--- src/rtl/tiger_muldiv.sv ---
// Iterative MULT/MULTU/DIV/DIVU unit owning the HI/LO registers.
// Optional single-cycle multiply path: define TIGER_MULDIV_FAST_MUL_EN.
module tiger_muldiv #(
    parameter int unsigned ITER_BITS = 1
) (
    input  logic        clk,
    input  logic        reset_n,
    input  logic        start,
    input  logic [1:0]  op,
    input  logic [31:0] srca,
    input  logic [31:0] srcb,
    input  logic        mthi,
    input  logic        mtlo,
    output logic [31:0] hi,
    output logic [31:0] lo,
    output logic        busy,
    output logic        done
);

    localparam logic [1:0] StIdle = 2'd0;
    localparam logic [1:0] StPre  = 2'd1;
    localparam logic [1:0] StRun  = 2'd2;
    localparam logic [1:0] StPost = 2'd3;

    localparam int unsigned RunCycles = 32 / ITER_BITS;
    localparam logic [4:0]  CntLoad   = 5'(RunCycles - 1);

    logic [1:0]  state_q;
    logic [1:0]  op_q;
    logic [31:0] a_q;
    logic [31:0] b_q;
    logic [63:0] wide_q;
    logic        neg_q;
    logic        rem_neg_q;
    logic [4:0]  cnt_q;
    logic [31:0] hi_q;
    logic [31:0] lo_q;
    logic        done_q;

    logic        is_signed;
    logic [31:0] abs_a;
    logic [31:0] abs_b;
    logic [63:0] step_wide;
    logic [32:0] sum;
    logic [32:0] trial;
    logic [31:0] diff;
    logic [63:0] prod_fix;
    logic [31:0] quot_fix;
    logic [31:0] rem_fix;

    assign is_signed = ~op_q[0];
    assign abs_a     = (is_signed && a_q[31]) ? -a_q : a_q;
    assign abs_b     = (is_signed && b_q[31]) ? -b_q : b_q;

    // One RUN cycle retires ITER_BITS product/quotient bits.
    // Multiply: {acc, multiplier} with a_q as multiplicand.
    // Divide: {rem, quot} with b_q as divisor; divisor 0 naturally yields all-ones/dividend.
    always_comb begin
        step_wide = wide_q;
        sum       = '0;
        trial     = '0;
        diff      = '0;
        for (int i = 0; i < int'(ITER_BITS); i++) begin
            if (op_q[1]) begin
                trial = step_wide[63:31];
                diff  = step_wide[62:31] - b_q;
                if (trial >= {1'b0, b_q}) begin
                    step_wide = {diff, step_wide[30:0], 1'b1};
                end else begin
                    step_wide = {step_wide[62:0], 1'b0};
                end
            end else begin
                sum       = {1'b0, step_wide[63:32]} + (step_wide[0] ? {1'b0, a_q} : 33'd0);
                step_wide = {sum, step_wide[31:1]};
            end
        end
    end

    always_comb begin
        prod_fix = neg_q ? -wide_q : wide_q;
        quot_fix = neg_q ? -wide_q[31:0] : wide_q[31:0];
        rem_fix  = rem_neg_q ? -wide_q[63:32] : wide_q[63:32];
    end

    always_ff @(posedge clk or negedge reset_n) begin
        if (!reset_n) begin
            state_q   <= StIdle;
            op_q      <= '0;
            a_q       <= '0;
            b_q       <= '0;
            wide_q    <= '0;
            neg_q     <= 1'b0;
            rem_neg_q <= 1'b0;
            cnt_q     <= '0;
            hi_q      <= '0;
            lo_q      <= '0;
            done_q    <= 1'b0;
        end else begin
            done_q <= 1'b0;
            case (state_q)
                StIdle: begin
                    if (start) begin
                        op_q    <= op;
                        a_q     <= srca;
                        b_q     <= srcb;
                        state_q <= StPre;
                    end else begin
                        if (mthi) hi_q <= srca;
                        if (mtlo) lo_q <= srca;
                    end
                end
                StPre: begin
                    a_q       <= abs_a;
                    b_q       <= abs_b;
                    // Divide by zero keeps an unsigned all-ones quotient.
                    neg_q     <= is_signed & (a_q[31] ^ b_q[31]) & ~(op_q[1] & (b_q == '0));
                    rem_neg_q <= is_signed & a_q[31];
                    cnt_q     <= CntLoad;
                    wide_q    <= {32'b0, (op_q[1] ? abs_a : abs_b)};
                    state_q   <= StRun;
`ifdef TIGER_MULDIV_FAST_MUL_EN
                    if (!op_q[1]) begin
                        wide_q  <= {32'b0, abs_a} * {32'b0, abs_b};
                        state_q <= StPost;
                    end
`endif
                end
                StRun: begin
                    wide_q <= step_wide;
                    if (cnt_q == '0) begin
                        state_q <= StPost;
                    end else begin
                        cnt_q <= cnt_q - 5'd1;
                    end
                end
                StPost: begin
                    if (op_q[1]) begin
                        hi_q <= rem_fix;
                        lo_q <= quot_fix;
                    end else begin
                        hi_q <= prod_fix[63:32];
                        lo_q <= prod_fix[31:0];
                    end
                    done_q  <= 1'b1;
                    state_q <= StIdle;
                end
                default: state_q <= StIdle;
            endcase
        end
    end

    assign hi   = hi_q;
    assign lo   = lo_q;
    assign busy = (state_q != StIdle);
    assign done = done_q;

endmodule

--- config.mk ---
export PLATFORM = sky130hd
export DESIGN_NAME = tiger_muldiv
export DESIGN_NICKNAME = d
export VERILOG_FILES = /design/src/rtl/tiger_muldiv.sv
export SDC_FILE = /design/constraint.sdc
export NUM_CORES = 1
export LEC_CHECK = 0
export CAP_MARGIN = 20
export CORE_MARGIN = 2
export CORE_UTILIZATION = 47
export DETAILED_ROUTE_END_ITERATION = 8
export PLACE_DENSITY = 0.67
export SETUP_SLACK_MARGIN = 0.3
export SLEW_MARGIN = 10
export SYNTH_ARGS = -nofsm -noshare
export SYNTH_HDL_FRONTEND = slang
export SYNTH_SLANG_ARGS = --single-unit
--- constraint.sdc ---
create_clock -name clk -period 8.6 [get_ports clk]
set_clock_uncertainty 0.15 [all_clocks]
set_input_delay 1.72 -clock clk [delete_from_list [all_inputs] [get_ports clk]]
set_output_delay 1.72 -clock clk [all_outputs]
set_load 0.02 [all_outputs]
Word-level counts from Yosys, hierarchy flattened. Cells that the tools add are included.

Bits in registers: 204. Output and inout port bits: 66. Logic and storage cells: 79.

$add $sub $neg: 8. Magnitude comparators: 1. Equal/unequal tests: 9. Multiplexer cells: 28. Bitwise logic cells: 7. Reductions and logical operators: 15.

Operators with widths (number): 32-bit two-way mux (14); 32-bit one-hot mux with 2 select lines (4); 64-bit two-way mux (3); 32-bit negator (4); 64-bit one-hot mux with 2 select lines (1); 64-bit negator (1); 32-bit by 32-bit adder with 33-bit output (1); 33-bit by 32-bit greater-or-equal comparator with 1-bit output (1); 32-bit zero test (1); 32-bit subtractor (1); 2-bit != test (second input constant) (6); 5-bit one-hot mux with 2 select lines (1); 2-bit one-hot mux with 4 select lines (1); 2-bit AND reduction (4); 2-bit nonzero test (4); 3-bit AND reduction (2); 5-bit zero test (1); 5-bit two-way mux (1); 5-bit by 1-bit subtractor with 5-bit output (second input constant) (1); 1-bit bitwise AND (4); 2-bit equality test (second input constant) (2); 2-bit two-way mux (2); 2-bit by 1-bit equality test with 1-bit output (second input constant) (1); 1-bit logical AND (2); other kinds (4) (5).

Longest topological paths before layout.
Depth after elaboration: 5. Gate-level depth with buffers: 15. Depth with buffers taken out: 14.

Worst setup path after synthesis. No wires, ideal clock.

Path kind: register to register. Start: register wide_q[0]. End: register wide_q[63]. Library setup time: 94 ps. Arrival: 3276 ps. Data required time: 8356 ps. Setup slack: 5080 ps. Stages on the path, launching flop included: 16. Path buffers: 1. Cell sequence: dfrtp_1 -> clkbuf_1 -> inv_1 -> nor2_1 -> ha_1 -> inv_1 -> fa_1 -> nor2b_1 -> o31a_1 -> o21ai_0 -> a211oi_1 -> o21ai_1 -> or3_1 -> a211o_1 -> o21a_1 -> a211oi_1.

Cells in the longest elaborated chain, start to end: 4.

Ends and longest elaborated chain: start, declared (RTL line 32) `logic [63:0] wide_q;`; start signal, assigned (RTL line 119) `wide_q <= {32'b0, (op_q[1] ? abs_a : abs_b)};`; start signal, assigned (RTL line 129) `wide_q <= step_wide;`; 32-bit two-way mux (RTL line 73) `sum = {1'b0, step_wide[63:32]} + (step_wide[0] ? {1'b0, a_q} : 33'd0);`; 32-bit by 32-bit adder with 33-bit output (RTL line 73); 64-bit two-way mux (RTL line 64) `if (op_q[1]) begin`; 64-bit one-hot mux with 2 select lines (RTL line 100) `case (state_q)`.

Every way passes these cells. A chain may end at the register's enable or synchronous reset.

Final worst setup path.
Start: register state_q[1]. End: register b_q[12].

Cells in the longest elaborated chain, start to end: 3.

Ends and longest elaborated chain: start, declared (RTL line 28) `logic [1:0] state_q;`; start signal, assigned (RTL line 87) `state_q <= StIdle;`; start signal, assigned (RTL line 106) `state_q <= StPre;`; start signal, assigned (RTL line 120) `state_q <= StRun;`; 2-bit by 1-bit equality test with 1-bit output / 2-bit zero test (equally long branches) (RTL line 100); 2-bit nonzero test (no line) / 2-bit != test (equally long branches); 2-bit AND reduction (no line); end signal, assigned (RTL line 105) `b_q <= srcb;`; end signal, assigned (RTL line 114) `b_q <= abs_b;`; end, declared (RTL line 31) `logic [31:0] b_q;`.

Several ways; a longest one is shown, not always the timed one.

==> impl_metrics.csv <==
group,metric,value,unit
min_path,min_path_type,"flop to flop",
route,firstDrtPassIters,6,
cts,postCtsResizedCells,0,
final_layout,design_area,0.0194,mm2
logic_synthesis,ys_seq_elements,204,
global_routing,gr-total-overflow,0,
global_routing,grt_util_all_layers,32.8,%
pwr,p_leak,8.04,nW
timing,fmax,204,MHz
worst_setup_path,critical-path-top-delay-family,"buffers and inverters",
route,vias,16600,
floorplan,pin_count,137,
logic_synthesis,ys_warn_count,0,
floorplan,core-area,0.0354,mm2
final_layout,nets,2313,
logic_synthesis,syn_nets,2247,
worst_setup_path,cp_num_cells,10,
logic_synthesis,synth_edf_count,0,
logic_synthesis,synth_area_leader_cell,"dfrtp_1",
timing,slew_headroom,28.7,%
placed_design,portBuffers,136,
cts,htreeDepth,1,
cts,clk_pin_slew,0.07,ns
route,drt_iter0_drc,1431,
logic_synthesis,synthFlopType,"dfrtp_1",
worst_setup_path,slowest_delay,0.78,ns
status,outcome,"finished, final reports clean",
cts,cts_sinks,204,
logic_synthesis,synth_area_leaders,"dfrtp_1 (30%), o21ai_0 (7.2%), a21oi_1 (5.7%), xnor2_1 (5.6%), ha_1 (5.5%)",
pwr,powerDensity,484,mW/mm2
worst_setup_path,path_cells,"inv_1, ha_2, buf_4, clkinv_1, o21ai_4, buf_4, nand2_1, buf_4, o22ai_1, a21oi_1",
final_layout,final_layout_size_suffix_gt1_share,5.54,%
global_routing,grt_max_degree,114,
floorplan,start_util,47.6,%
timing,period_minus_slack,4.89,ns
route,vias_per_cell,6.29,
logic_synthesis,yosysTopAreaCellShare,30.3,%
logic_synthesis,async_reset_ff_share,100,%
cts,cts_hold_repair.buffers,0,
placed_design,gp_congestion,1.01,
timing,finalSetupTns,0,ns
route,route.detailed.drc,0,
final_layout,multiInputGateArea,0.0110,mm2
global_routing,grt_pass1_wl,95900,um
run,maxCapViolCount,0,
floorplan,chipWidth,193,um
route,detail-route-antenna-nets,0,
floorplan,die-height,193,um
global_routing,grt_pass1_vias,15900,
global_routing,antenna_found_initial,2,
worst_setup_path,criticalPathCategory,"flop to flop",
cts,clockRootBuffer,"clkbuf_16",
cts,numCtsBuffers,25,
floorplan,fp-row-count,69,
route,drt-wirelength-per-cell,23.7,um
worst_setup_path,cp.required,8.85,ns
cts,post_cts_buffers,0,
timing,period_share,56.9,%
placed_design,post-dp-hpwl,48700,um
cts,cts_tree,"built",
final_layout,final_util,54.8,%
min_path,min_path_cells,2,
floorplan,die-area,0.0373,mm2
logic_synthesis,ys_types,74,
logic_synthesis,synth.avg_cell_area,8.02,um2
route,drt_wl_total,62600,um
timing,hold_viol,0,
final_layout,diodes,0,
timing,setup_viol,0,
logic_synthesis,seq_area_frac_synth,30.3,%
timing,rsz0062_at_grt,"false",
pwr,irDropWorstVdd,0.252,mV
placed_design,postPlaceCellArea,0.0185,mm2
worst_setup_path,crit_fanout,90,
worst_setup_path,critPathLaunchType,"flop",
worst_setup_path,crit_top_cell,"buf_4",
worst_setup_path,cp.arrival,5.14,ns
worst_setup_path,endpoint_kind,"flop",
final_layout,seqCellArea,0.00511,mm2
final_layout,fillers,3428,
logic_synthesis,synth_area,0.0168,mm2
cts,clk_latency,0.57,ns
cts,clock_path_buffers,3,
logic_synthesis,synthCells,2100,
worst_setup_path,crit_path_top_delay_cell,"clkinv_1",
worst_setup_path,path_buf_inv,5,
final_layout,area_growth_syn_to_layout,15.3,%
worst_setup_path,r2r_cells,10,
timing,slew_violations,0,
timing,worst_pin_slew,1.07,ns
-- placed cells by master (no fill, tap or decap), types with 6 or more instances in the layout --
master	count
a211o_1	6
a211oi_1	20
a21o_1	30
a21oi_1	190
a22o_1	8
a31oi_1	27
and2_1	35
and3_1	11
buf_4	21
clkbuf_16	25
clkdlybuf4s50_1	135
dfrtp_1	203
ha_1	72
inv_1	87
mux2_2	9
mux2i_1	56
mux4_2	21
nand2_1	244
nand2b_1	16
nand3_1	52
nand4_1	21
nor2_1	140
nor2b_1	18
nor3_1	31
nor4_1	28
o211ai_1	23
o21a_1	12
o21ai_0	242
o21bai_1	9
o221ai_1	19
o22ai_1	39
o31ai_1	19
or2_2	6
or3_1	27
or4_1	8
xnor2_1	108
xor2_1	59
-- cell type report --
cell class	instances	area share, %
Multi-Input combinational cell	1687	56.6
Sequential cell	204	26.3
Timing Repair Buffer	158	7.95
Clock buffer	29	3.35
Tap cell	461	2.97
Inverter	90	1.74
Clock inverter	15	1.14
-- kinds of logic after synthesis --
group	Yosys count	share of synthesized area [%]
AND/OR/NAND/NOR	658	18.7
flip-flops	204	30.3
multiplexers	86	6.74
adder cells (fa/ha/maj)	76	5.74
XOR/XNOR	167	8.69
AO/OA/AOI/OAI	700	25.0
buffers and inverters	209	4.76
-- per-stage QoR --
stage	hold slack, ns	worst slack (ns)	std cells	power [mW]
after floorplan	0.287	5.08	2100	6.10
after CTS	0.331	3.84	2644	9.28
after global routing	0.345	3.45	2644	10.0
after detailed placement	0.317	3.79	2600	8.11
after global placement	0.309	3.87	2600	8.03
final	0.326	3.71	2644	9.39
-- routing by layer --
metal	track usage (%)	share of wire, %	vias to the layer above
met5	0	0.051	-
met1	44.5	42	7926
met4	12.5	4.2	4
li1	-	-	7752
met3	6.05	8.7	150
met2	52.2	45	793
-- registers in the layout, summed over array words and instances, names as in the netlist --
register and flops:
a_q 32, b_q 32, cnt_q 5, done 1, hi 32, lo 32
neg_q 1, op_q 2, rem_neg_q 1, state_q 2, wide_q 64
-- synth_stat cells, drive strengths merged (31+ instances only) --
library cell,instances
o21ai,246
nand2,244
dfrtp,204
a21oi,192
nor2,141
xnor2,108
clkbuf,100
inv,87
ha,74
xor2,59
mux2i,56
nand3,52
o22ai,39
and2,35
nor3,31
-- power by group --
part           switching, mW  internal [mW]  leakage (nW)
logic                   3.82           2.32          5.14
clock network          0.473          0.671         0.412
registers              0.676           1.43          2.49
-- path summary, 6_finish.rpt --
kind | slack [ns] | startpoint | endpoint
max | 3.71 | state_q[1] | b_q[12]
min | 0.33 | lo[29] | lo[29]
max reg2reg | 3.71 | state_q[1] | b_q[12]
min reg2reg | 0.33 | lo[29] | lo[29]
max in group asynchronous | 6.10 | reset_n | wide_q[55]
min in group asynchronous | 1.06 | reset_n | hi[6]
-- worst reg2reg max path: cells and delay by family (launching register included) --
kind / cells / cell delay (ns)
AOI/OAI and AO/OA: 3 / 0.54
adders and majority gates: 1 / 0.17
buffers and inverters: 5 / 2.77
DFF: 1 / 0.42
and+or+nand+nor: 1 / 0.69
Power figures use the tool's default switching activity.
